===== src/rtl/skitter_pkg.sv =====
// Shared definitions for the skitter edge-statistics slice: default code width,
// the no-edge code and the window FSM state encoding.
package skitter_pkg;

    localparam int POS_W_DEF = 6;
    localparam int NO_EDGE   = 0;

    typedef logic [1:0] state_t;

    localparam state_t ST_IDLE  = 2'd0;
    localparam state_t ST_ACCUM = 2'd1;
    localparam state_t ST_DONE  = 2'd2;

endpackage


===== src/rtl/skitter_minmax_trk.sv =====
// Running min/max tracker: first valid sample loads both, later samples
// replace them only on strictly smaller/larger values.
module skitter_minmax_trk #(
    parameter int POS_W = 6
) (
    input  logic             clk,
    input  logic             rst,
    input  logic             clear,
    input  logic             upd,
    input  logic [POS_W-1:0] pos,
    output logic [POS_W-1:0] min_nxt,
    output logic [POS_W-1:0] max_nxt
);

    logic             first_r;
    logic [POS_W-1:0] min_r;
    logic [POS_W-1:0] max_r;

    // Next running extremes, including the sample being accepted this cycle
    always_comb begin
        min_nxt = min_r;
        max_nxt = max_r;
        if (upd) begin
            if (first_r) begin
                min_nxt = pos;
                max_nxt = pos;
            end else begin
                if (pos < min_r) begin
                    min_nxt = pos;
                end else begin
                    min_nxt = min_r;
                end
                if (pos > max_r) begin
                    max_nxt = pos;
                end else begin
                    max_nxt = max_r;
                end
            end
        end else begin
            min_nxt = min_r;
            max_nxt = max_r;
        end
    end

    // Running min/max registers and first-sample flag
    always_ff @(posedge clk or negedge rst) begin
        if (!rst) begin
            first_r <= 1'b0;
            min_r   <= {POS_W{1'b0}};
            max_r   <= {POS_W{1'b0}};
        end else if (clear) begin
            first_r <= 1'b1;
            min_r   <= {POS_W{1'b0}};
            max_r   <= {POS_W{1'b0}};
        end else if (upd) begin
            first_r <= 1'b0;
            min_r   <= min_nxt;
            max_r   <= max_nxt;
        end
    end

endmodule


===== src/rtl/skitter_edge_stats.sv =====
// Per-window jitter summary (min/max/p2p/mean/miss) of skitter edge codes.
// Optional sum-of-squares output enabled by SKITTER_STATS_SUMSQ_EN.
module skitter_edge_stats
    import skitter_pkg::*;
#(
    parameter int POS_W    = POS_W_DEF,
    parameter int WIN_LOG2 = 8,
    parameter int MISS_W   = 8
) (
    input  logic              clk,
    input  logic              rst,
    input  logic [POS_W-1:0]  pos_in,
    input  logic              sample_en,
    input  logic              start,
    input  logic              abort,
    output logic              busy,
    output logic              done,
    output logic [POS_W-1:0]  min_pos,
    output logic [POS_W-1:0]  max_pos,
    output logic [POS_W-1:0]  p2p,
    output logic [POS_W-1:0]  mean_pos,
`ifdef SKITTER_STATS_SUMSQ_EN
    output logic [2*POS_W+WIN_LOG2-1:0] sumsq,
`endif
    output logic [MISS_W-1:0] miss_cnt
);

    localparam int SUM_W = POS_W + WIN_LOG2;

    state_t              state_r;
    logic [SUM_W-1:0]    sum_r;
    logic [WIN_LOG2-1:0] cnt_r;
    logic [MISS_W-1:0]   miss_acc_r;
    logic                busy_r;
    logic                done_r;
    logic [POS_W-1:0]    min_pos_r;
    logic [POS_W-1:0]    max_pos_r;
    logic [POS_W-1:0]    p2p_r;
    logic [POS_W-1:0]    mean_pos_r;
    logic [MISS_W-1:0]   miss_cnt_r;

    logic                clear_s;
    logic                take_s;
    logic                valid_s;
    logic                miss_s;
    logic                last_s;
    logic [SUM_W-1:0]    sum_nxt_s;
    logic [POS_W-1:0]    min_nxt_s;
    logic [POS_W-1:0]    max_nxt_s;

    assign clear_s   = (state_r == ST_IDLE) && start && !abort;
    assign take_s    = (state_r == ST_ACCUM) && !abort && sample_en;
    assign valid_s   = take_s && (pos_in != POS_W'(NO_EDGE));
    assign miss_s    = take_s && (pos_in == POS_W'(NO_EDGE));
    assign last_s    = valid_s && (cnt_r == {WIN_LOG2{1'b1}});
    assign sum_nxt_s = sum_r + SUM_W'(pos_in);

    skitter_minmax_trk #(
        .POS_W (POS_W)
    ) u_minmax (
        .clk     (clk),
        .rst     (rst),
        .clear   (clear_s),
        .upd     (valid_s),
        .pos     (pos_in),
        .min_nxt (min_nxt_s),
        .max_nxt (max_nxt_s)
    );

    // Window FSM, accumulators and result registers; results load on the
    // edge that accepts the last sample so they are valid alongside done.
    always_ff @(posedge clk or negedge rst) begin
        if (!rst) begin
            state_r    <= ST_IDLE;
            sum_r      <= {SUM_W{1'b0}};
            cnt_r      <= {WIN_LOG2{1'b0}};
            miss_acc_r <= {MISS_W{1'b0}};
            busy_r     <= 1'b0;
            done_r     <= 1'b0;
            min_pos_r  <= {POS_W{1'b0}};
            max_pos_r  <= {POS_W{1'b0}};
            p2p_r      <= {POS_W{1'b0}};
            mean_pos_r <= {POS_W{1'b0}};
            miss_cnt_r <= {MISS_W{1'b0}};
        end else begin
            case (state_r)
                ST_IDLE: begin
                    done_r <= 1'b0;
                    if (clear_s) begin
                        state_r    <= ST_ACCUM;
                        busy_r     <= 1'b1;
                        sum_r      <= {SUM_W{1'b0}};
                        cnt_r      <= {WIN_LOG2{1'b0}};
                        miss_acc_r <= {MISS_W{1'b0}};
                    end
                end
                ST_ACCUM: begin
                    if (abort) begin
                        state_r <= ST_IDLE;
                        busy_r  <= 1'b0;
                    end else if (valid_s) begin
                        sum_r <= sum_nxt_s;
                        cnt_r <= cnt_r + {{(WIN_LOG2-1){1'b0}}, 1'b1};
                        if (last_s) begin
                            state_r    <= ST_DONE;
                            busy_r     <= 1'b0;
                            done_r     <= 1'b1;
                            min_pos_r  <= min_nxt_s;
                            max_pos_r  <= max_nxt_s;
                            p2p_r      <= max_nxt_s - min_nxt_s;
                            mean_pos_r <= POS_W'(sum_nxt_s >> WIN_LOG2);
                            miss_cnt_r <= miss_acc_r;
                        end
                    end else if (miss_s && (miss_acc_r != {MISS_W{1'b1}})) begin
                        miss_acc_r <= miss_acc_r + {{(MISS_W-1){1'b0}}, 1'b1};
                    end
                end
                ST_DONE: begin
                    state_r <= ST_IDLE;
                    done_r  <= 1'b0;
                end
                default: begin
                    state_r <= ST_IDLE;
                    busy_r  <= 1'b0;
                    done_r  <= 1'b0;
                end
            endcase
        end
    end

`ifdef SKITTER_STATS_SUMSQ_EN
    localparam int SQ_W = 2*POS_W + WIN_LOG2;

    logic [SQ_W-1:0] sumsq_acc_r;
    logic [SQ_W-1:0] sumsq_r;
    logic [SQ_W-1:0] sumsq_nxt_s;

    assign sumsq_nxt_s = sumsq_acc_r + SQ_W'(pos_in) * SQ_W'(pos_in);

    // Sum of squared positions, published with the other window results
    always_ff @(posedge clk or negedge rst) begin
        if (!rst) begin
            sumsq_acc_r <= {SQ_W{1'b0}};
            sumsq_r     <= {SQ_W{1'b0}};
        end else if (clear_s) begin
            sumsq_acc_r <= {SQ_W{1'b0}};
        end else if (valid_s) begin
            sumsq_acc_r <= sumsq_nxt_s;
            if (last_s) begin
                sumsq_r <= sumsq_nxt_s;
            end
        end
    end

    assign sumsq = sumsq_r;
`endif

    assign busy     = busy_r;
    assign done     = done_r;
    assign min_pos  = min_pos_r;
    assign max_pos  = max_pos_r;
    assign p2p      = p2p_r;
    assign mean_pos = mean_pos_r;
    assign miss_cnt = miss_cnt_r;

endmodule


===== config.mk =====
export PLATFORM = sky130hd
export DESIGN_NAME = skitter_edge_stats
export DESIGN_NICKNAME = d
export VERILOG_FILES = /design/src/rtl/skitter_pkg.sv /design/src/rtl/skitter_minmax_trk.sv /design/src/rtl/skitter_edge_stats.sv
export SDC_FILE = /design/constraint.sdc
export NUM_CORES = 1
export LEC_CHECK = 0
export CAP_MARGIN = 25
export CORE_AREA = 2 2 79 119
export CTS_BUF_LIST = sky130_fd_sc_hd__clkbuf_4 sky130_fd_sc_hd__clkbuf_8
export CTS_CLUSTER_SIZE = 12
export DETAILED_ROUTE_END_ITERATION = 10
export DIE_AREA = 0 0 81 121
export PLACE_DENSITY = 0.81
export SLEW_MARGIN = 20
export SYNTH_ARGS = -nofsm -noshare
export SYNTH_HDL_FRONTEND = slang
export SYNTH_SLANG_ARGS = --single-unit

===== constraint.sdc =====
create_clock -name clk -period 7.4 [get_ports clk]
set_clock_uncertainty 0.15 [all_clocks]
set_input_delay 1.11 -clock clk [delete_from_list [all_inputs] [get_ports clk]]
set_output_delay 1.11 -clock clk [all_outputs]
set_load 0.01 [all_outputs]

## Word level (Yosys, flattened, before mapping)

Cells that the tools add are included.
Widths: inputs -> output; s select.

- $add $sub $neg: 4
- Order comparisons: 2
- Equal/unequal tests: 12
- Multiplexer cells: 38
- Bitwise operators: 2
- Reductions and logical operators: 20

Operators with widths:

| cell | number |
|---|---|
| $mux 6 | 10 |
| $mux 8 | 6 |
| $mux 14 | 3 |
| $pmux 8 s2 | 2 |
| $pmux 14 s2 | 1 |
| $add 8x1->8 const B | 2 |
| $add 14x6->14 | 1 |
| $reduce_and 4->1 | 3 |
| $mux 1 | 10 |
| $ne 2x2->1 const B | 5 |
| $eq 8x8->1 const B | 1 |
| $logic_and 1x1->1 | 8 |
| $mux 2 | 4 |
| $ne 8x8->1 const B | 1 |
| $gt 6x6->1 | 1 |
| $logic_not 6->1 | 1 |
| $lt 6x6->1 | 1 |
| $ne 3x3->1 const B | 2 |
| $reduce_and 3->1 | 2 |
| $reduce_bool 6->1 | 1 |
| $sub 6x6->6 | 1 |
| $reduce_and 5->1 | 1 |
| $pmux 2 s2 | 1 |
| $reduce_bool 2->1 | 2 |
| other kinds (7) | 8 |

- Register bits: 79
- Input bits: 11
- Logic and storage cells: 92

## Logic depth before layout (Yosys ltp)

- Word-level depth: 9
- Mapped depth: 15

## Cells and area by module

From an unflattened synthesis, not the netlist that was laid out.

- Cell total of the unflattened synthesis: 454
- Area, all modules: 4310.4 um^2

By module, submodules not included:

| module | times used | cells an instance | area each (um^2) |
|---|---|---|---|
| skitter_edge_stats | 1 | 354 | 3266.9 |
| skitter_minmax_trk | 1 | 100 | 1043.5 |

## Least setup slack after synthesis

OpenSTA, ideal clock, no wires.

- Path kind: input-to-reg
- Start point: in pos_in[2]
- End point: reg p2p_r[5], in the netlist p2p[5]
- Library setup time: 0.080 ns
- Data arrival time: 3.893 ns
- Required time: 7.170 ns
- Path slack: 3.276 ns
- Stages on the path: 14
- Path buffers: 1
- Path through: ha_1 > a21oi_1 > o21ai_0 > a211oi_4 > buf_4 > nor2_1 > a21oi_2 > ha_1 > nor2b_1 > o31a_1 > o211ai_1 > mux2i_1 > or3_1 > o211ai_2

- Word-level cells in the longest chain between the ends: 5

Ends and longest elaborated chain:

| element | line | text |
|---|---|---|
| from (decl) | skitter_edge_stats.sv:12 | `input logic [POS_W-1:0] pos_in,` |
| $gt 6x6->1 or $lt 6x6->1 (tied branches) | skitter_minmax_trk.sv:33, skitter_minmax_trk.sv:28 |  |
| $mux 6 (on tied branches) | skitter_minmax_trk.sv:33, skitter_minmax_trk.sv:28 |  |
| $mux 6 | skitter_minmax_trk.sv:24 | `if (first_r) begin` |
| $mux 6 | skitter_minmax_trk.sv:23 | `if (upd) begin` |
| $sub 6x6->6 | skitter_edge_stats.sv:110 | `p2p_r <= max_nxt_s - min_nxt_s;` |
| to (signal assigned) | skitter_edge_stats.sv:82 | `p2p_r <= {POS_W{1'b0}};` |
| to (signal assigned) | skitter_edge_stats.sv:110 |  |
| to (decl) | skitter_edge_stats.sv:38 | `logic [POS_W-1:0] p2p_r;` |

Parallel ways exist; a longest one is shown, timed or not.
A chain may end at the register's enable or synchronous reset.

## Worst setup path after layout

- Start point: in pos_in[5]
- End point: reg p2p_r[5], in the netlist p2p[5]

- Word-level cells in the longest chain between the ends: 5

Ends and longest elaborated chain:

| element | line | text |
|---|---|---|
| $gt 6x6->1 | skitter_minmax_trk.sv:33 | `if (pos > max_r) begin` |
| $mux 6 | skitter_minmax_trk.sv:33 |  |
| $mux 6 | skitter_minmax_trk.sv:24 |  |
| $mux 6 * | skitter_minmax_trk.sv:23 |  |
| via max_nxt_s[1] | skitter_edge_stats.sv:49 | `logic [POS_W-1:0] max_nxt_s;` |
| $sub 6x6->6 * | skitter_edge_stats.sv:110 |  |

Mark *: on every way through the listed nets, which the timed path passes. The rest lies on a longest branch.

==> summary.md <==
| Metric | Value |
|---|---|
| Crit path DAT | 5370 ps |
| Number of flops mapped to enable cells by yosys | 0 |
| Port Buffers | 44 |
| RSZ-0062 raised after global routing | no |
| Synthesized area | 4280 µm² |
| Fill count | 793 |
| Grt total ovfl | 0 |
| Top-area cell type share of the netlist area | 46.1% |
| Worst rel slew slack | 32.6% |
| Reg clk slew, reported paths | 80 ps |
| Count leader, synth | nand2_1 |
| Share of cells above drive strength 1 | 6.61% |
| Final-report max-slew violation count | 0 |
| Fraction of registers with async set/reset | 100% |
| Worst IR drop on VDD | 130 µV |
| RePlAce Congestion | 0.852 |
| Post-CTS Resized | 0 |
| First-pass iteration count of the detailed router | 4 |
| Core Util, Final | 57.6% |
| FF/Latch Area | 1980 µm² |
| DIE WIDTH | 81 µm |
| Worst reg-to-reg setup slack | 3090 ps |
| Tot GR Track Use | 21.8% |
| Largest cells by area after synthesis | dfrtp_1, nand2_1, ha_1 |
| Max Cap Viol | 0 |
| Syn_area_per_cell | 9.46 µm² |
| Synth unique cells | 53 |
| Total wire length | 9.62 mm |
| Outcome | finished, final reports clean |
| Final Cycle Share | 70.7% |
| Num Clock Sinks | 79 |
| Synth warn | 0 |
| Number of vias per cell | 5.64 |
| CTS tree | done |
| Crit path time final | 5230 ps |
| Count of final setup violators | 0 |
| DRT antenna net count | 0 |
| FP Rows | 42 |
| Multi-input gate area | 2150 µm² |
| H-tree lvl count | 3 |
| DP Wirelength | 6.76 mm |
| Root Driver | clkbuf_8 |
| Cell taking the most area after synthesis | dfrtp_1 |
| # DRC | 0 |
| Hold-fix buffers, CTS | 0 |
| Critical path type | input port to flip-flop |
| Placeable Area | 8720 µm² |
| Final setup TNS | 0 ps |
| Most used flip-flop cell after synthesis | dfrtp_1 |
| Clock latency on the worst-skew pair | 360 ps |
| Worst Tran Pin Value | 1010 ps |
| Iter 0 DRT Violations | 250 |
| Final hold vios | 0 |
| CTS Buf Count | 9 |
| Worst r2r src | state_r[0] |
| Initial Util | 49.1% |
| CP max FO | 13 |
| Flops & latches, synth | 79 |
| Crit. End Element | flip-flop |
| Startpoint class of the critical path | input port |
| CP Capture Point | p2p[5] |
| Initial antenna violation count | 0 |
| ANT cells | 0 |
| Pwr dens | 211 nW/µm² |
| R2r endpoint | p2p[5] |
| Fmax | 191 MHz |
| Seq/Total Area, Yosys | 46.1% |
| Mapped Cells | 453 |
| # IOs | 45 |
| Worst min path class | flip-flop to flip-flop |
| Critical Path Source | pos_in[5] |
| Via Count | 3432 |
| P&R area growth vs syn | 17.2% |
| Vias in the first global route | 3497 |
| Die span in y | 121 µm |
| Synth cell count leaders | nand2_1, dfrtp_1, nor2_1 |
| Number of setup buffers added after CTS | 0 |
| Worst R2R Path Depth | 11 |
| Largest net degree at the start of global routing | 80 |
| Maximum buffer depth of the clock tree | 2 |
| Syn nets | 490 |
| Fin nets | 531 |
| DR WL/cell | 15.8 µm |
| P_leak | 2.29 nW |
| Global-route wire length before repair | 16.6 mm |
| Die ar. | 9800 µm² |
| Required time of the critical path | 7530 ps |
==> flip-flops by register name, summed over array words and instances, names as in the netlist <==
| register | cells |
|---|---|
| miss_acc_r | 8 |
| u_minmax.first_r | 1 |
| u_minmax.max_r | 6 |
| mean_pos | 6 |
| state_r | 2 |
| p2p | 6 |
| min_pos | 6 |
| cnt_r | 8 |
| u_minmax.min_r | 6 |
| miss_cnt | 8 |
| sum_r | 14 |
| done | 1 |
| busy | 1 |
| max_pos | 6 |
==> power breakdown <==
group / switching (mW) / internal [mW] / total, mW / leakage (nW)
registers: 0.0294 / 0.460 / 0.490 / 1.08
logic: 0.143 / 0.102 / 0.245 / 1.12
clock network: 0.157 / 0.168 / 0.326 / 0.0950
==> area by class of cell <==
class | instances | share of cell area [%]
timing repair buffer | 47 | 9.57
sequential | 79 | 39.4
tap | 110 | 2.74
clock buffer | 11 | 2.89
inverter | 20 | 1.49
multi-input combinational | 337 | 42.8
clock inverter | 5 | 1.15
==> stage by stage <==
step	cells	power, mW	setup slack (ps)	hold slack [ps]	area [µm²]
5_1_grt	609	1.12	1870	350	5020
3_5_place_dp	592	0.738	1860	315	4790
6_report	609	1.06	2170	325	5020
4_1_cts	608	1.06	2230	334	4990
2_1_floorplan	453	0.667	3280	316	4280
3_3_place_gp	592	0.724	2020	310	4790
==> layer usage <==
metal | vias up | GRT usage, % | routed length (µm)
met5 | - | 0 | 0
met3 | 17 | 3.87 | 371
met1 | 1660 | 26.8 | 3920
met2 | 85 | 37.4 | 5110
li1 | 1670 | - | -
met4 | 0 | 8.79 | 225
==> cell usage in the layout, fill, tap and decap left out, types with 6 or more instances in the layout <==
cell,Yosys,routed
nand2_1,82,82
a21o_1,8,8
dfrtp_1,79,79
clkbuf_8,0,10
ha_1,24,24
clkdlybuf4s50_1,0,43
o21ai_0,23,23
nor3_1,11,11
nor2_1,31,31
inv_1,18,18
nand3_1,15,15
a22o_1,14,14
nor2b_1,6,6
o21ai_1,15,15
or3_1,8,8
xor2_1,6,6
xnor2_1,10,10
a21oi_1,18,18
==> logic make-up after synthesis <==
| logic type | after synthesis | synth area share [%] |
|---|---|---|
| simple gates | 177 | 18.9 |
| compound gates | 111 | 18.3 |
| xor+xnor | 16 | 3.27 |
| flops | 79 | 46.1 |
| mux | 7 | 1.75 |
| fa+ha+maj | 26 | 7.94 |
| buf+inv | 37 | 3.68 |
==> how the worst min path moves through the flow <==
stage	startpoint	to	slack [ps]	depth (start not counted)
global route	max_pos[1]	max_pos[1]	350	2
finish	miss_cnt[2]	miss_cnt[2]	330	2
detailed placement	miss_cnt[2]	miss_cnt[2]	320	2
floorplan	u_minmax.min_r[1]	u_minmax.min_r[1]	320	1
CTS	miss_cnt[2]	miss_cnt[2]	330	2
global placement	miss_cnt[3]	miss_cnt[3]	310	2
==> worst max-delay path, stage by stage <==
cell	delay, ps
clkdlybuf4s50_1	720
nor2_1	160
a311oi_4	580
o221ai_1	620
mux2_1	570
ha_1	290
nor2b_1	140
o31a_1	300
o211ai_1	200
mux2i_1	110
or3_1	420
o211ai_2	130
Power figures use the tool's default switching activity.
